### src/rtl/elastic_stage_reg.sv
// elastic_stage_reg: inter-stage pipeline register with a valid/ready handshake.
// A 2-entry skid buffer (main + skid) lets in_ready come straight from a
// register, so ready never depends combinationally on downstream signals.
// Stage-specific fields are packed into the opaque payload by the instantiator.
module elastic_stage_reg #(
  parameter int DATA_W        = 72,
  parameter bit ZERO_ON_FLUSH = 1'b0
) (
  input  logic              clk,
  input  logic              rst,
  input  logic              stall,
  input  logic              flush,
  input  logic              in_valid,
  output logic              in_ready,
  input  logic [DATA_W-1:0] in_data,
  output logic              out_valid,
  input  logic              out_ready,
  output logic [DATA_W-1:0] out_data,
  output logic [1:0]        occupancy
);

  // The encoding doubles as the occupancy count: EMPTY=0, ONE=1, FULL=2.
  typedef enum logic [1:0] {
    EMPTY = 2'd0,
    ONE   = 2'd1,
    FULL  = 2'd2
  } state_t;

  state_t            state;
  state_t            state_next;
  logic [DATA_W-1:0] main_data;
  logic [DATA_W-1:0] skid_data;
  logic [DATA_W-1:0] main_next;
  logic [DATA_W-1:0] skid_next;
  logic              main_valid;
  logic              skid_valid;
  logic              acc;
  logic              xfer;

  // Both valid bits are decoded from the state register, so every output is
  // a pure function of flops.
  assign main_valid = (state == ONE) || (state == FULL);
  assign skid_valid = (state == FULL);

  assign in_ready  = ~skid_valid;
  assign out_valid = main_valid;
  assign out_data  = main_data;
  assign occupancy = {1'b0, main_valid} + {1'b0, skid_valid};

  // Stall is treated exactly like a deasserted out_ready.
  assign acc  = in_valid & in_ready;
  assign xfer = out_valid & out_ready & ~stall;

  // Next-state and payload steering; flush overrides any handshake this cycle.
  always_comb begin
    state_next = state;
    main_next  = main_data;
    skid_next  = skid_data;
    if (flush) begin
      state_next = EMPTY;
      if (ZERO_ON_FLUSH) begin
        main_next = '0;
        skid_next = '0;
      end
    end else begin
      case (state)
        EMPTY: begin
          if (acc) begin
            main_next  = in_data;
            state_next = ONE;
          end
        end
        ONE: begin
          if (acc && xfer) begin
            main_next = in_data;
          end else if (acc) begin
            skid_next  = in_data;
            state_next = FULL;
          end else if (xfer) begin
            state_next = EMPTY;
          end
        end
        FULL: begin
          // in_ready is low here, so only the drain path can fire.
          if (xfer) begin
            main_next  = skid_data;
            state_next = ONE;
          end
        end
        default: begin
          state_next = EMPTY;
        end
      endcase
    end
  end

  // State and payload registers; synchronous reset wins over flush and handshake.
  always_ff @(posedge clk) begin
    if (rst) begin
      state     <= EMPTY;
      main_data <= '0;
      skid_data <= '0;
    end else begin
      state     <= state_next;
      main_data <= main_next;
      skid_data <= skid_next;
    end
  end

endmodule

### config.mk
export PLATFORM = sky130hd
export DESIGN_NAME = elastic_stage_reg
export DESIGN_NICKNAME = d
export VERILOG_FILES = /design/src/rtl/elastic_stage_reg.sv
export SDC_FILE = /design/constraint.sdc
export NUM_CORES = 1
export LEC_CHECK = 0
export CORE_MARGIN = 2
export CORE_UTILIZATION = 54
export CTS_CLUSTER_DIAMETER = 40
export DETAILED_ROUTE_END_ITERATION = 8
export PLACE_DENSITY_LB_ADDON = 0.08
export SLEW_MARGIN = 10
export SYNTH_ARGS = -nofsm -noshare
export SYNTH_HDL_FRONTEND = slang
export SYNTH_SLANG_ARGS = --single-unit
### constraint.sdc
create_clock -name clk -period 5.35 [get_ports clk]
set_input_delay 1.07 -clock clk [delete_from_list [all_inputs] [get_ports clk]]
set_output_delay 1.07 -clock clk [all_outputs]
set_load 0.005 [all_outputs]
==> flow_summary.json <==
{
  "status": "finished clean",
  "cp_num_buf_inv": 2,
  "criticalPathCategory": "register to output pin",
  "hold_path.class": "register to register",
  "antennaDiodeCount": 0,
  "grt_start_max_net_pins": 73,
  "cts_tree": "built",
  "synth_top_cell_area_share": 0.437,
  "fin_crit_ns": 3.43,
  "report.final.setup_viol": 0,
  "ios": 154,
  "cts-root-buf": "clkbuf_16",
  "syn-num-nets": 831,
  "p_leak_nw": 3.02,
  "cp_slowest_stage_delay_ns": 0.83,
  "synthArstFlopShare": 0,
  "synth_common_cells": "nor2_1 (148), dfxtp_1 (146), nand2_1 (117)",
  "synth_ff_type": "dfxtp_1",
  "rows": 40,
  "setup_tns_ns": 0,
  "required_ns": 4.28,
  "globalRouteOverflowTotal": 0,
  "drt_iter0_drc": 317,
  "cts_max_level": 4,
  "drt_wl_total_um": 15900,
  "fin_area_um2": 8630,
  "gr-usage-all-layers": 0.245,
  "ys_ff_latch": 146,
  "worstPathMaxFanout": 46,
  "synth.distinct_cells": 32,
  "core_um2": 12100,
  "cap_violations": 0,
  "portBuffers": 153,
  "synth-edff-count": 0,
  "final_antenna_net_count": 0,
  "final_cells": 1045,
  "post_drt_via_cell_ratio": 5.32,
  "ctsResizeCount": 0,
  "post_cts_buffers": 0,
  "setup.worst_path.end_class": "output pin",
  "clk_latency_ns": 0.42,
  "synthToLayoutAreaGrowth_pct": 29.1,
  "crit_arrival_ns": 2.36,
  "hold_violations": 0,
  "die_h_um": 115,
  "finish.utilization": 0.716,
  "synth.largest_area_cell": "dfxtp_1",
  "die_area_um2": 13300,
  "slew_headroom": 0.228,
  "gp_congestion": 0.773,
  "fmax_mhz": 292,
  "cts.sinks": 146,
  "syn_area_per_cell_um2": 8.93,
  "crit_chain": "inv_1, ha_2, clkdlybuf4s50_1",
  "place_area_um2": 8080,
  "num_vias": 5558,
  "wire_per_inst_um": 15.2,
  "yosysMostFrequentCell": "nor2_1",
  "ir_worst_vdd_uv": 205,
  "cts_buffers": 17,
  "regToRegSetupSlack_ns": 2.22,
  "path_delay_family": "adder cells",
  "antenna_found_initial": 0,
  "die_x_um": 115,
  "finClkSkew_ns": 0.00702,
  "critPathLaunchType": "register",
  "dp_cells": 1016,
  "synth_cells": 749,
  "initial_core_util": 0.555,
  "hold_buffers": 0,
  "crit_slowest_cell": "ha_2",
  "yosys-top-cells-area": "dfxtp_1 (44%), a2bb2oi_2 (16%), nor2_1 (8.3%)",
  "nets": 949,
  "seq_area_frac_synth": 0.437,
  "hpwl_um": 10000,
  "slew_violations": 0,
  "tightest_slew_ns": 1.16,
  "clockBufferDepth": 2,
  "dr.pass1.iters": 5,
  "grt_pass1_vias": 5438,
  "drive_gt1_frac": 0.200,
  "clk_pin_slew_ns": 0.05,
  "grt_setup_unrepaired": "no",
  "pwr_density_cell_nw_per_um2": 328,
  "drcViolationCount": 0,
  "syn_area_um2": 6690,
  "grt_pass1_wl_um": 26000,
  "yosysWarnings": 0,
  "period_share": 0.641
}
==> per-layer routing <==
layer	track usage	vias up	part of all wire
li1	-	2752	-
met1	0.297	2625	0.43
met2	0.422	161	0.49
met3	0.0669	20	0.063
met4	0.0811	0	0.015
met5	0	-	0
==> final cells by class <==
type / count / area (um2)
Clock inverter: 6 / 55.1
Clock buffer: 23 / 498
Timing Repair Buffer: 162 / 1610
Tap cell: 168 / 210
Multi-Input combinational cell: 537 / 3330
Inverter: 3 / 11.3
Sequential cell: 146 / 2920
Fill cell: 944 / 3430
==> logic make-up (layout without fill, tap and decap cells) <==
kind of cell	Yosys count	count (layout)	synth area share
compound gates	225	225	0.293
fa+ha+maj	4	4	0.00748
buf+inv	66	194	0.0686
flops	146	146	0.437
mux	1	1	0.00150
simple gates	307	307	0.192
==> tightest hold or removal path, delay by kind of cell (launching register included) <==
kind	cells	cell delay, ns
AO/OA/AOI/OAI	1	0.05
AND/OR/NAND/NOR	1	0.05
flip-flops	1	0.30
==> registers in the layout, indices dropped and copies added (netlist names) <==
register	cells
out_data	72
skid_data	72
state	2
==> cell usage in the layout (no fill, tap or decap), types with 3 or more instances in the layout <==
| cell type | n |
|---|---|
| nand2_1 | 116 |
| a2bb2oi_2 | 70 |
| clkbuf_16 | 17 |
| dfxtp_1 | 146 |
| a21oi_1 | 45 |
| nor2_1 | 148 |
| o21ai_0 | 73 |
| clkbuf_8 | 5 |
| clkdlybuf4s50_1 | 152 |
| buf_4 | 9 |
| clkinv_2 | 5 |
| a21oi_2 | 30 |
| nand2_2 | 31 |
| inv_1 | 3 |
| ha_1 | 3 |
==> per-stage QoR <==
step                setup WS [ns]  hold WS [ns]  total power [W]
CTS                          1.94         0.452          0.00285
finish                       1.92         0.449          0.00283
detailed placement           1.88         0.444          0.00174
global placement             1.97         0.438          0.00173
floorplan                    3.13         0.433          0.00151
global route                 1.83         0.461          0.00294
==> path summary, 6_finish.rpt <==
path         depth (start not counted)                  startpoint                    endpoint
min                                  2  skid_data[15]$_SDFFE_PP0P_  skid_data[15]$_SDFFE_PP0P_
min reg2reg                          2  skid_data[15]$_SDFFE_PP0P_  skid_data[15]$_SDFFE_PP0P_
max reg2reg                          7       state[0]$_SDFFE_PP0P_  skid_data[11]$_SDFFE_PP0P_
max                                  3       state[0]$_SDFFE_PP0P_                occupancy[1]
==> report_power, final <==
part | internal, W | switching (W)
Combinational | 0.000307 | 0.000188
Sequential | 0.00117 | 0.0000551
Clock | 0.000689 | 0.000426
Total | 0.00216 | 0.000669
(Power assumes the default switching activity.)
==> RTL edit 1: new RTL, same settings <==
`DATA_W`: 72 -> 36.
--- a/src/rtl/elastic_stage_reg.sv
+++ b/src/rtl/elastic_stage_reg.sv
@@ -5,3 +5,3 @@
 module elastic_stage_reg #(
-  parameter int DATA_W        = 72,
+  parameter int DATA_W        = 36,
   parameter bit ZERO_ON_FLUSH = 1'b0
Interface: changed (resized in_data and out_data); port bits go from 154 to 82. The function was not compared with the original's and may differ.
==> RTL edit 1 against the unedited design <==
  * Power down 51%
  * Synthesized cell count is 47% lower
  * Synthesized area is 53% lower
  * Register-to-register slack improved by 120 ps
  * Final area is 52% lower
  * Wire length is 50% lower
  * Clock skew is essentially flat
  * Setup slack better by 95 ps
  * Critical path type unchanged
  * Highest routed layer unchanged
  * Count of clock-buffer cells in the layout is 12 lower
  * Die area fell by 52%
  * Sequential cell count decreased by 72
==> RTL edit 1: results (changes against the unedited design) <==
{| class="wikitable"
! Metric !! Value
|-
| Run status || complete, no violations
|-
| Worst R2R End || out_data[18]
|-
| Placed instance count || 518 (-49%)
|-
| Count of routing violations after the opening detailed-route iteration || 199 (-37%)
|-
| Count of fill cells added during filler insertion || 468 (-50%)
|-
| Wirelength per Cell || 14.8 um (-2.3%)
|-
| Depth of the CTS H-tree || 3 (-1)
|-
| Pre-Repair DR Iteration Count || 4 (-1)
|-
| Flop2flop setup slack || 2340 ps (+120 ps)
|-
| Maximum number of pins on one net before global-route repair || 77 (+5.5%)
|-
| DP Wirelength || 4650 um (-53%)
|-
| Portion of netlist area occupied by mux cells || 0.00361 (+0.00211)
|-
| Initial Utilization || 0.563 (+0.00844)
|-
| Max-slew headroom || 0.218 (-0.0102)
|-
| Most frequent cells after synthesis || 76 x nor2_1, 74 x dfxtp_1, 73 x nand2_1
|-
| Wire length of the first global-routing pass || 13000 um (-50%)
|-
| Flip-flop and latch power || 617 uW (-49%)
|-
| Root Buffer || clkbuf_8
|-
| Sequential share of the synthesized area || 0.475 (+0.0380)
|-
| Vias/cell || 5.51 (+3.7%)
|-
| Data arrival time of the worst path || 2260 ps (-100 ps)
|-
| TritonCTS buffer count || 9 (-8)
|-
| Worst r2r path cells || 5 (-2)
|-
| CTS clock-pin slew for the worst setup and hold paths || 70 ps (+20 ps)
|-
| Input/output buffers || 81 (-47%)
|-
| Ratio of cells with drive above 1 in the final layout || 0.0519 (-0.148)
|-
| Post-synthesis share of cell area spent on full adders, half adders and majority gates || 0.0160 (+0.00856)
|-
| Compound-Gate Fraction of Synth Area || 0.237 (-0.0557)
|-
| DP Area || 3890 um2 (-52%)
|-
| Tot GR Track Use || 0.261 (+0.0159)
|-
| Part of the power in the clock network || 0.390 (-0.004)
|-
| Post-Route WL || 7930 um (-50%)
|}
[RTL edit 1: cell types whose count changed after synthesis, moves of 23 or more]
cell | before | now
dfxtp_1 | 146 | 74
a2bb2oi_1 | 1 | 35
nor2_1 | 148 | 76
o21ai_0 | 73 | 38
nand2_1 | 117 | 73
buf_6 | 23 | 0
a21oi_2 | 30 | 0
nand2_2 | 30 | 0
a2bb2oi_2 | 70 | 0
[RTL edit 1: worst max path at each step]
stage          startpoint  depth (start not counted)       endpoint  slack [ps]
4_1_cts          state[0]                          3   occupancy[1]        2020
5_1_grt          state[0]                          3   occupancy[1]        1880
2_1_floorplan    state[0]                          6       in_ready        2990
6_report         state[0]                          3   occupancy[1]        2020
3_3_place_gp    out_ready                          5  skid_data[20]        1980
3_5_place_dp    out_ready                          5   out_data[35]        1960
[RTL edit 1: metrics by stage]
| stage | power [mW] | util | worst slack, ps | hold slack [ps] |
|---|---|---|---|---|
| floorplan | 0.726 | - | 2990 | 433 |
| global placement | 0.846 | 0.702 | 1980 | 438 |
| detailed placement | 0.850 | 0.702 | 1960 | 444 |
| CTS | 1.38 | 0.747 | 2020 | 455 |
| global route | 1.43 | 0.747 | 1880 | 473 |
| finish | 1.38 | 0.747 | 2020 | 454 |
[RTL edit 1: layer usage]
layer  routed length (um)  global-route usage
met1                 3580               0.345
met2                 3760               0.417
met3                  453              0.0498
met4                  130               0.112
met5                    0                   0
[RTL edit 1: cell type report]
type | instances | area (um2) | area share
Sequential cell | 74 | 1480 | 0.358
Multi-Input combinational cell | 285 | 1480 | 0.357
Timing Repair Buffer | 84 | 828 | 0.200
Clock buffer | 11 | 151 | 0.0366
Clock inverter | 5 | 100 | 0.0242
Tap cell | 72 | 90.1 | 0.0218
Inverter | 3 | 11.3 | 0.00272
==> RTL edit 2: new RTL, same settings <==
Without the edit above. `main_data` and `skid_data` no longer have a reset.
--- a/src/rtl/elastic_stage_reg.sv
+++ b/src/rtl/elastic_stage_reg.sv
@@ -100,9 +100,10 @@
       state     <= EMPTY;
-      main_data <= '0;
-      skid_data <= '0;
     end else begin
       state     <= state_next;
-      main_data <= main_next;
-      skid_data <= skid_next;
     end
+  end
+
+  always_ff @(posedge clk) begin
+    main_data <= main_next;
+    skid_data <= skid_next;
   end
Formal check against the unedited RTL: not equivalent (Yosys sat finds a counterexample within 4 cycles, from zero or initial values and one cycle with rst high).
==> RTL edit 2 against the unedited design <==
  * Setup slack worse by 200 ps
  * Global-route usage down 4.8 points
  * Via count down 48%
  * Synthesized area down 19%
  * Die area down 18%
  * Synthesized cell count down 66%
  * Wire length down 35%
  * Sequential cell count unchanged
  * Clock skew up 4.2 ps
  * Non-clock buffer count down 7
  * Final area down 9.6%
  * First-iteration DRC count down 57%
  * Critical path type unchanged
  * Critical endpoint is now in_ready
Power is not compared: it rests on default switching activity, and its combinational part moved more than twofold at a synthesized area within 25%.
==> RTL edit 2: results (changes against the unedited design) <==
{| class="wikitable"
! Metric !! Value
|-
| Run status || complete, no violations
|-
| Nets@finish || 501 (-47%)
|-
| Leakage power || 2.63 nW
|-
| DP Wirelength || 6460 um (-35%)
|-
| Via count || 2912 (-48%)
|-
| Ranking of synthesized cells by area || edfxtp_1 79%, mux2_2 15%, ha_1 0.92%, buf_4 0.83%, dfxtp_1 0.74%
|-
| Number of global-route vias before repair || 3072 (-44%)
|-
| Clock insertion delay at the later pin of the skew report || 510 ps (+90 ps)
|-
| Pre-Repair DR Iteration Count || 4 (-1)
|-
| Count of fill cells added during filler insertion || 563 (-40%)
|-
| Data arrival time of the worst path || 2560 ps (+200 ps)
|-
| Total number of yosys warnings || 0 (unchanged)
|-
| Largest fanout on the critical path || 77 (+67%)
|-
| Compound-Gate Fraction of Synth Area || 0.00759 (-0.286)
|-
| Most frequent cells after synthesis || 144 x edfxtp_1, 72 x mux2_2, 6 x buf_4
|-
| DP Area || 7130 um2 (-12%)
|-
| Sequential share of the synthesized area || 0.802 (+0.365)
|-
| TritonCTS buffer count || 17 (unchanged)
|-
| Wire length of the first global-routing pass || 16000 um (-38%)
|-
| Class of the tightest hold or removal check || register to register
|-
| Weighted congestion reported at the end of routability-driven placement || 0.740 (-4.3%)
|-
| Portion of netlist area occupied by mux cells || 0.151 (+0.150)
|-
| Number of synthesized flops with an enable pin || 144 (+144)
|-
| Wirelength per Cell || 18.4 um (+21%)
|-
| Post-Syn Nets || 335 (-60%)
|-
| Pre-CTS setup slack || 1950 ps (+73.0 ps)
|-
| Xor and xnor area share after synthesis || 0.00161 (+0.00161)
|-
| Crit path max-delay cell type || ha_4
|-
| Count of routing violations after the opening detailed-route iteration || 136 (-57%)
|-
| Post-synthesis share of cell area spent on full adders, half adders and majority gates || 0.0110 (+0.00355)
|-
| VDD IR-drop max || 341 uV
|-
| Synth Flop Type || edfxtp_1
|-
| Crit-path leading delay family || adder cells
|-
| Max stage delay on crit path || 880 ps (+50 ps)
|-
| Transition time at the pin with the least slew margin || 1120 ps (-40.5 ps)
|-
| Maximum number of pins on one net before global-route repair || 78 (+6.8%)
|-
| Tot GR Track Use || 0.197 (-0.0480)
|-
| Root Buffer || clkbuf_8
|-
| Depth of the CTS H-tree || 4 (unchanged)
|-
| Ratio of cells with drive above 1 in the final layout || 0.247 (+0.0475)
|-
| Setup clock skew after layout || 11.2 ps (+4.16 ps)
|-
| Unique masters post-synth || 24 (-25%)
|-
| Number of antenna violations at the first check in global routing || 0 (unchanged)
|}
==> RTL edit 2: worst paths after layout <==
path / from / to / slack, ps / depth (start not counted)
max: state[0] / in_ready / 1720 / 4
min: skid_data[71] / out_data[71] / 550 / 1
max reg2reg: state[0] / skid_data[6] / 2630 / 4
min reg2reg: skid_data[71] / out_data[71] / 550 / 1
==> RTL edit 2: per-stage QoR <==
step / instances / hold WS [ps] / utilization
3_5_place_dp: 533 / 531 / 0.730
5_1_grt: 562 / 559 / 0.799
6_report: 562 / 548 / 0.799
3_3_place_gp: 533 / 528 / 0.730
2_1_floorplan: 253 / 523 / -
4_1_cts: 562 / 551 / 0.799
==> RTL edit 2: cells by family (layout without fill, tap and decap cells) <==
| logic type | after synthesis | after routing |
|---|---|---|
| and+or+nand+nor | 11 | 11 |
| DFF | 146 | 146 |
| AOI/OAI and AO/OA | 6 | 6 |
| xor gates and xnor gates | 1 | 1 |
| buffers and inverters | 11 | 187 |
| adders and majority gates | 5 | 5 |
| muxes | 73 | 73 |
==> RTL edit 2: layer usage <==
metal / share of wire / global-route usage / vias to the layer above / routed length (um)
met5: 0 / 0 / - / 0
met4: 0.0077 / 0.0705 / 0 / 80
met3: 0.078 / 0.0858 / 6 / 813
met2: 0.51 / 0.315 / 119 / 5250
met1: 0.41 / 0.240 / 1441 / 4220
li1: - / - / 1346 / -
==> RTL edit 2: power groups by stage <==
stage / sequential, mW / clock, mW / combinational, mW
2_1_floorplan: 1.37 / 0 / 0.0644
3_3_place_gp: 1.36 / 0 / 0.223
3_5_place_dp: 1.36 / 0 / 0.229
4_1_cts: 1.33 / 1.38 / 0.232
5_1_grt: 1.34 / 1.43 / 0.244
6_report: 1.33 / 1.36 / 0.228
==> RTL edit 2: area by class of cell <==
cell class	count	area (um2)	share of cell area
multi-input combinational	96	1040	0.133
inverter	3	11.3	0.00144
clock inverter	11	260	0.0333
clock buffer	18	418	0.0535
tap	133	166	0.0213
sequential	146	4360	0.559
timing repair buffer	155	1550	0.198
